===== config.mk =====
export PLATFORM = sky130hd
export DESIGN_NAME = avg_scheduler
export DESIGN_NICKNAME = d
export VERILOG_FILES = /design/src/rtl/avg_scheduler.sv
export SDC_FILE = /design/constraint.sdc
export NUM_CORES = 1
export LEC_CHECK = 0
export ABC_AREA = 1
export CORE_MARGIN = 1
export CORE_UTILIZATION = 53
export CTS_CLUSTER_SIZE = 14
export DETAILED_ROUTE_END_ITERATION = 6
export PLACE_DENSITY = 0.8
export RECOVER_POWER = 100
export SYNTH_ARGS = -nofsm -noshare
export SYNTH_HDL_FRONTEND = slang
export SYNTH_SLANG_ARGS = --single-unit

===== constraint.sdc =====
create_clock -name clk -period 3.35 [get_ports clk]
set_input_delay 0.335 -clock clk [delete_from_list [all_inputs] [get_ports clk]]
set_output_delay 0.335 -clock clk [all_outputs]
set_load 0.05 [all_outputs]

===== src/rtl/avg_scheduler.sv =====
// Round-robin shared averager: accepts one sample per cycle from NR_CH channels and
// emits a channel-tagged mean once a channel has collected 2^SAMP_LOG2 samples.
module avg_scheduler #(
  parameter int NR_CH     = 2,
  parameter int IO_B      = 16,
  parameter int SAMP_LOG2 = 8
) (
  input  logic                     clk,
  input  logic                     reset,
  input  logic [NR_CH*IO_B-1:0]    ch_data,
  input  logic [NR_CH-1:0]         ch_valid,
  output logic [NR_CH-1:0]         ch_ready,
  input  logic                     cfg_clear,
  output logic [IO_B-1:0]          out_data,
  output logic [$clog2(NR_CH)-1:0] out_ch,
  output logic                     out_valid
);

  localparam int CH_W  = $clog2(NR_CH);
  localparam int ACC_W = IO_B + SAMP_LOG2;

  logic [ACC_W-1:0]     acc [NR_CH];
  logic [SAMP_LOG2-1:0] cnt [NR_CH];
  logic [CH_W-1:0]      last_grant;

  logic                 grant_found;
  logic [CH_W-1:0]      grant_idx;
  logic                 transfer;
  logic [IO_B-1:0]      sel_data;
  logic [ACC_W-1:0]     sum;

  // Two-pass search: channels above last_grant first, then wrap around to 0..last_grant.
  always_comb begin
    grant_found = 1'b0;
    grant_idx   = '0;
    for (int i = 0; i < NR_CH; i++) begin
      if (!grant_found && ch_valid[i] && (i > int'(last_grant))) begin
        grant_found = 1'b1;
        grant_idx   = CH_W'(i);
      end
    end
    for (int i = 0; i < NR_CH; i++) begin
      if (!grant_found && ch_valid[i] && (i <= int'(last_grant))) begin
        grant_found = 1'b1;
        grant_idx   = CH_W'(i);
      end
    end
  end

  // Ready is gated by reset too, so it drops the instant reset asserts.
  always_comb begin
    ch_ready = '0;
    if (grant_found && !cfg_clear && !reset)
      ch_ready = NR_CH'(1) << grant_idx;
  end

  assign transfer = |ch_ready;
  assign sel_data = ch_data[grant_idx*IO_B +: IO_B];
  assign sum      = acc[grant_idx] + ACC_W'(sel_data);

  always_ff @(posedge clk or posedge reset) begin
    if (reset) begin
      for (int i = 0; i < NR_CH; i++) begin
        acc[i] <= '0;
        cnt[i] <= '0;
      end
      last_grant <= CH_W'(NR_CH - 1);
      out_data   <= '0;
      out_ch     <= '0;
      out_valid  <= 1'b0;
    end else begin
      out_valid <= 1'b0;
      if (cfg_clear) begin
        for (int i = 0; i < NR_CH; i++) begin
          acc[i] <= '0;
          cnt[i] <= '0;
        end
      end else if (transfer) begin
        last_grant <= grant_idx;
        if (cnt[grant_idx] == {SAMP_LOG2{1'b1}}) begin
          out_data       <= sum[ACC_W-1:SAMP_LOG2];
          out_ch         <= grant_idx;
          out_valid      <= 1'b1;
          acc[grant_idx] <= '0;
          cnt[grant_idx] <= '0;
        end else begin
          acc[grant_idx] <= sum;
          cnt[grant_idx] <= cnt[grant_idx] + SAMP_LOG2'(1);
        end
      end
    end
  end

endmodule

==> summary.txt, run 1 <==
Skew-Pair Late Insertion Delay - 0.38 ns
Detailed Routing Iterations Pass 1 - 5
Mapped cell area - 0.00594 mm²
Synth top area share - 34.6%
PwrDens - 369 mW/mm²
Final setup violation count - 0
Sequence of cells on the critical path - nand2_4, nand2_4, nand2_1, o21ai_0, ha_1, inv_1, fa_1, inv_1, nand3_1, nand2_1, nand2_1, nand2_1, nand2_1, nand2_1, nand2_1, nand2_1, nand3_1, nand3_1, nand2_1, nand2_1, nand2_1
Total chip power - 2.54 mW
Max-slew headroom - -39.2%
Footprint of the multi-input gates - 0.00332 mm²
Die outline width - 108 µm
Int Power - 1.67 mW
Fin cells - 1130
Status - finished with violations
WP data required - 3.63 ns
Post_cts resized - 0
Total Nets Final - 1040
Count of different cell masters after synthesis - 37
Avg WL per Cell - 13.5 µm
Worst Path Max Fanout - 16
DP Wirelength - 10.9 mm
Critical path type - flip-flop to flip-flop
Seq/Total Area, Yosys - 35.0%
Async SR Flop Fraction - 100%
Clock Skews - 0.00896 ns
Vias post-DR - 5929
Min Tclk post-route - 3.00 ns
Arr. time, crit path - 3.28 ns
Mapped Nets - 987
Worst-path clk slew - 0.09 ns
Levels on crit path - 21
Synth area leader - dfrtp_1
Via density - 5.25
Post-Syn Instances - 932
Final hold violations - 0
Clk buf depth - 2
Failing checks - capacitance limit, slew limit
Pleak - 3.71 nW
Cts hold-fix bufs - 0
MaxCap Viol Count - 1
# diodes - 0
Final period util - 89.7%
Hold crit path type - flip-flop to flip-flop
# fillers - 1021
Final GP Congestion - 0.936
Synth top area cells - dfrtp_1, nand2_1, inv_1, nand3_1, o21ai_0
Worst slew pin tran - 2.09 ns
Average size of a mapped cell - 6.37 µm²
Final Core Density - 63.2%
Hold Startpoint - out_data[15]
Reg2reg end - acc[22]
Standard cell core area - 0.0109 mm²
Reg-to-reg slack, setup - 0.35 ns
Placed cells - 1114
Clock sinks - 83
Setup TNS - 0 ns
R2r startpoint - last_grant
Clock power frac - 29.7%
Root Buffer - clkbuf_8
VDD IR max - 309 µV
TritonCTS clock tree - yes
Switching Share - 34.2%
I/O pin cnt - 57
Critical path's slowest cell - dfstp_2
Net Sw Power - 0.868 mW
CTS buffer count - 9
Fin. max-slew vios - 84
Total Wirelength - 15.2 mm
Tot GR Track Use - 28.5%
Initial Util - 54.5%
Vias in the first global route - 5483
Initial antenna violation count - 0
Setup Buffers After CTS - 0
YS warnings - 0
Number of DRC markers in iteration 0 - 443
DRC - 0
Overflow after GRT - 0
Cell Rows - 38
H-tree depth - 3
Worst hold endpoint - out_data[15]
CP top delay family - simple AND/OR/NAND/NOR gates
Hold Path Cell Cnt - 2
Yosys reg bits - 83
Share of power burned in registers - 42.6%
Register area - 0.00208 mm²
Comb pwr share - 27.7%
Ys flop type - dfrtp_1
I/O Buffers - 56
Worst-case reg-to-reg path depth - 21
Worst Setup End Kind - flip-flop
CP Launch Type - flip-flop
Die ar. - 0.0116 mm²
Unrepaired setup endpoints after global routing - no
CP max stage delay - 0.57 ns
Achievable frequency - 333 MHz
Number of flops mapped to enable cells by yosys - 0
Worst path most repeated cell - nand2_1
Fin area - 0.00688 mm²
Post-DP Area - 0.00675 mm²
ANT nets after route - 0
Pin count of the biggest net entering global routing - 84
CP bufs+invs - 2
Synthesis-to-finish area growth - 16.0%
Die Y - 108 µm
First-pass GRT wire length - 26.0 mm
Layout cells sized above 1 - 5.35%
## per-stage QoR
step / worst slack (ns) / hold slack, ns
after CTS: 0.363 / 0.426
after global placement: 0.122 / 0.462
after detailed placement: 0.0454 / 0.465
final: 0.346 / 0.477
after global routing: 0.0332 / 0.499
after floorplan: 0.0896 / 0.449
## cell usage in the layout, fill, tap and decap left out, types with 2 or more instances in the layout
cell,synthesis,routed
dfrtp_1,82,82
nor3_1,3,3
dlygate4sd3_1,0,19
clkbuf_8,0,10
nand3b_1,6,6
nand3_1,55,56
o21ai_1,30,19
nand4_1,8,8
clkbuf_4,0,2
o21bai_1,5,5
ha_1,17,17
o22ai_1,12,12
clkbuf_1,20,5
xnor2_1,10,10
nor2_1,46,46
nand3_2,3,2
buf_12,0,3
buf_4,3,13
nand2_2,4,3
inv_1,92,92
nand2_4,1,2
a21oi_1,14,14
nor2_2,2,2
inv_2,4,3
clkdlybuf4s50_1,0,35
xor2_1,10,10
clkinv_2,0,3
a22oi_1,6,6
nand2_1,423,423
o21ai_0,52,63
## layer usage
| metal | vias up | global-route usage, % | share of wire (%) |
|---|---|---|---|
| met4 | 0 | 8.71 | 1.7 |
| met5 | - | 0 | 0 |
| met3 | 22 | 4.00 | 6.9 |
| met1 | 2660 | 38.7 | 46 |
| li1 | 3052 | - | - |
| met2 | 195 | 46.7 | 46 |
## flip-flops by register name, summed over array words and instances (netlist names)
name and flops:
acc 48, out_ch 1, last_grant 1, cnt 16, out_valid 1, out_data 16
## power groups by stage
stage / clock network, mW / logic [mW] / registers, mW
2_1_floorplan: 0 / 0.499 / 1.09
3_3_place_gp: 0 / 0.698 / 1.10
3_5_place_dp: 0 / 0.706 / 1.10
4_1_cts: 0.762 / 0.710 / 1.08
5_1_grt: 0.805 / 0.795 / 1.09
6_report: 0.754 / 0.703 / 1.08
## layout make-up
| cell class | instances | share of cell area (%) |
|---|---|---|
| clock buffers | 10 | 2.00 |
| clock inverters | 6 | 0.909 |
| inverters | 97 | 5.31 |
| multi-input cells | 715 | 48.3 |
| flip-flops and latches | 83 | 30.2 |
| well taps | 140 | 2.54 |
| repair buffers | 79 | 10.8 |
## logic make-up after synthesis
kind of cell | share of synthesized area (%)
XOR/XNOR | 2.95
AND/OR/NAND/NOR | 38.0
flip-flops | 35.0
buffers and inverters | 9.02
AO/OA/AOI/OAI | 11.1
adder cells (fa/ha/maj) | 3.92
## cell usage after synthesis (2+ instances only)
cell type,count
xnor2_1,10
nand3_2,3
o21ai_1,30
ha_1,17
a21oi_1,14
buf_2,11
o21ai_0,52
nand2_1,423
dfrtp_1,82
nand3b_1,6
o22ai_1,12
inv_2,4
nand4_1,8
nor2_1,46
clkbuf_1,20
a22oi_1,6
buf_1,2
nor2_2,2
inv_1,92
nor3_1,3
buf_4,3
nand2_2,4
nand3_1,55
o21bai_1,5
xor2_1,10
## how the worst max path moves through the flow
stage                      startpoint       to
after floorplan            last_grant  acc[46]
after global placement    ch_valid[0]  acc[22]
after detailed placement  ch_valid[0]  acc[22]
after CTS                  last_grant  acc[22]
after global routing       last_grant  acc[41]
final                      last_grant  acc[22]
## tightest hold or removal path, cell delays in order, from the launching register on
cell	delay (ns)
dfrtp_1	0.35
nand2_1	0.05
nand2_1	0.05
Power figures use the tool's default switching activity.
==> run 2, diff against run 1 <==
--- a/config.mk
+++ b/config.mk
@@ -12,6 +12,7 @@
 export DETAILED_ROUTE_END_ITERATION = 6
 export PLACE_DENSITY = 0.8
 export RECOVER_POWER = 100
+export SKIP_LAST_GASP = 1
 export SYNTH_ARGS = -nofsm -noshare
 export SYNTH_HDL_FRONTEND = slang
 export SYNTH_SLANG_ARGS = --single-unit
==> results of run 2 <==
The final DEF is identical to that of run 1; final timing and power are the same.
==> run 3, diff against run 2 <==
--- a/config.mk
+++ b/config.mk
@@ -10,6 +10,7 @@
 export CORE_UTILIZATION = 53
 export CTS_CLUSTER_SIZE = 14
 export DETAILED_ROUTE_END_ITERATION = 6
+export GPL_TIMING_DRIVEN = 0
 export PLACE_DENSITY = 0.8
 export RECOVER_POWER = 100
 export SKIP_LAST_GASP = 1
==> run 3 against run 2 <==
  * The flow now finishes without violations
  * Via count is 5.8% higher
  * Hold slack worse by 0.024 ns
  * Final cell count rose by 2.0%
  * Setup slack lost 0.19 ns
  * Critical endpoint is now acc[35]
  * Largest cell class unchanged
==> summary.txt, run 3 (synthesis results as in run 1) <==
Clock sinks - 83
Root Buffer - clkbuf_8
Worst slew pin tran - 1.36 ns
Fin. max-slew vios - 0
Initial Util - 54.5%
Die outline width - 108 µm
Final setup violation count - 0
Number of DRC markers in iteration 0 - 587
Final hold violations - 0
Synthesis-to-finish area growth - 19.2%
Placed cells - 1128
Commonest cells after routing, fill and taps aside - nand2_1, inv_1, dfrtp_1
I/O pin cnt - 57
CP bufs+invs - 5
Vias in the first global route - 5619
Pin count of the biggest net entering global routing - 55
Post-DP Area - 0.00670 mm²
Place WS - -1.14 ns
# fillers - 1024
CP Launch Type - flip-flop
Max-slew headroom - 9.03%
Die Y - 108 µm
Setup TNS - 0 ns
CP top delay family - simple AND/OR/NAND/NOR gates
Initial antenna violation count - 0
I/O Buffers - 55
Min Tclk post-route - 3.20 ns
Tot GR Track Use - 32.1%
Clk buf depth - 2
Hold crit path type - input port to flip-flop
WP data required - 3.62 ns
Avg WL per Cell - 15.4 µm
Layout cells sized above 1 - 8.98%
Final period util - 95.5%
ANT nets after route - 0
Die ar. - 0.0116 mm²
MaxCap Viol Count - 0
Achievable frequency - 313 MHz
Worst path most repeated cell - nand2_1
Hold WS - 0.453 ns
Cell Rows - 38
Vias post-DR - 6270
First-pass GRT wire length - 28.2 mm
Overflow after GRT - 0
TritonCTS clock tree - yes
Arr. time, crit path - 3.47 ns
DP Wirelength - 12.8 mm
Clock Skews - 0.00964 ns
Fin area - 0.00707 mm²
Worst Path Max Fanout - 10
Worst Setup End Kind - flip-flop
H-tree depth - 3
Sequence of cells on the critical path - nand2_4, nand2_4, buf_12, buf_8, buf_8, buf_4, nand2_1, o21ai_0, ha_1, nand2_1, inv_1, a21oi_1, nand2_1, nand2_2, nand2_1, xnor2_1, o21ai_0, nand3_1, o21ai_0
VDD IR max - 284 µV
Largest register by flop count - acc
CTS buffer count - 9
Final GP Congestion - 0.959
# diodes - 0
PwrDens - 358 mW/mm²
Worst-path clk slew - 0.09 ns
Critical path type - flip-flop to flip-flop
Via density - 5.44
Status - finished clean
Detailed Routing Iterations Pass 1 - 7
Max FFs per register - 48
CP max stage delay - 0.57 ns
Standard cell core area - 0.0109 mm²
Total Wirelength - 17.7 mm
Commonest non-fill, non-tap cell in the layout - nand2_1
Fin cells - 1153
Pleak - 3.80 nW
Cts hold-fix bufs - 0
DRC - 0
Largest regs - acc: 48 flops, cnt: 16 flops, out_data: 16 flops
Skew-Pair Late Insertion Delay - 0.39 ns
Critical path's slowest cell - dfstp_2
Total Nets Final - 1065
Fin worst setup slack - 0.151 ns
## run 3: cell types whose count changed in the layout (fill, tap and decap cells not counted), sizes merged, moves of 2 or more
cell         delta
buf            +15
inv             -2
clkinv          -2
dlygate4sd3     +2
clkbuf         +11
## run 3: cell type report
| class | instances | area (µm²) | share of cell area [%] |
|---|---|---|---|
| multi-input cells | 715 | 3410 | 48.2 |
| flip-flops and latches | 83 | 2080 | 29.4 |
| repair buffers | 68 | 658 | 9.30 |
| inverters | 97 | 369 | 5.22 |
| plain buffers | 36 | 225 | 3.18 |
| well taps | 140 | 175 | 2.48 |
| clock buffers | 12 | 145 | 2.05 |
| clock inverters | 2 | 13.8 | 0.195 |
## run 3: report_power, final
part           internal (mW)  switching, mW
Sequential              1.05         0.0324
Clock                  0.283          0.386
Combinational          0.283          0.499
## run 3: worst min-delay path, delay by kind of cell
| kind | cells | cell delay (ns) |
|---|---|---|
| buffers and inverters | 1 | 0.17 |
| AND/OR/NAND/NOR | 2 | 0.15 |
| AO/OA/AOI/OAI | 1 | 0.20 |
## run 3: path summary, 6_finish.rpt
| path | slack [ns] | to | from | depth (start not counted) |
|---|---|---|---|---|
| worst max-delay path | 0.15 | acc[35] | last_grant | 19 |
| worst min-delay path | 0.45 | last_grant | ch_valid[1] | 4 |
| worst max register to register | 0.15 | acc[35] | last_grant | 19 |
| worst min register to register | 0.48 | out_data[14] | out_data[14] | 2 |
| max in group asynchronous | 0.74 | acc[17] | reset | 3 |
| min in group asynchronous | 0.71 | cnt[10] | reset | 2 |
## run 3: repair_timing
item | 4_1_cts | 5_1_grt
gates resized for setup | 27 | 28
setup endpoints to repair | 56 | 44
setup buffers | 1 | 11
pin swaps | 1 | 6
## run 3: stage by stage
stage,util [%],total power [mW]
floorplan,-,1.59
global placement,61.2,1.79
detailed placement,61.5,1.81
CTS,63.7,2.48
global route,65.0,2.66
finish,65.0,2.53
## run 3: metal layers
| layer | GRT usage [%] | routed length, µm | vias to the layer above |
|---|---|---|---|
| li1 | - | - | 3099 |
| met1 | 42.6 | 7740 | 2865 |
| met2 | 52.0 | 8230 | 264 |
| met3 | 5.63 | 1340 | 42 |
| met4 | 12.1 | 420 | 0 |
| met5 | 0 | 0 | - |
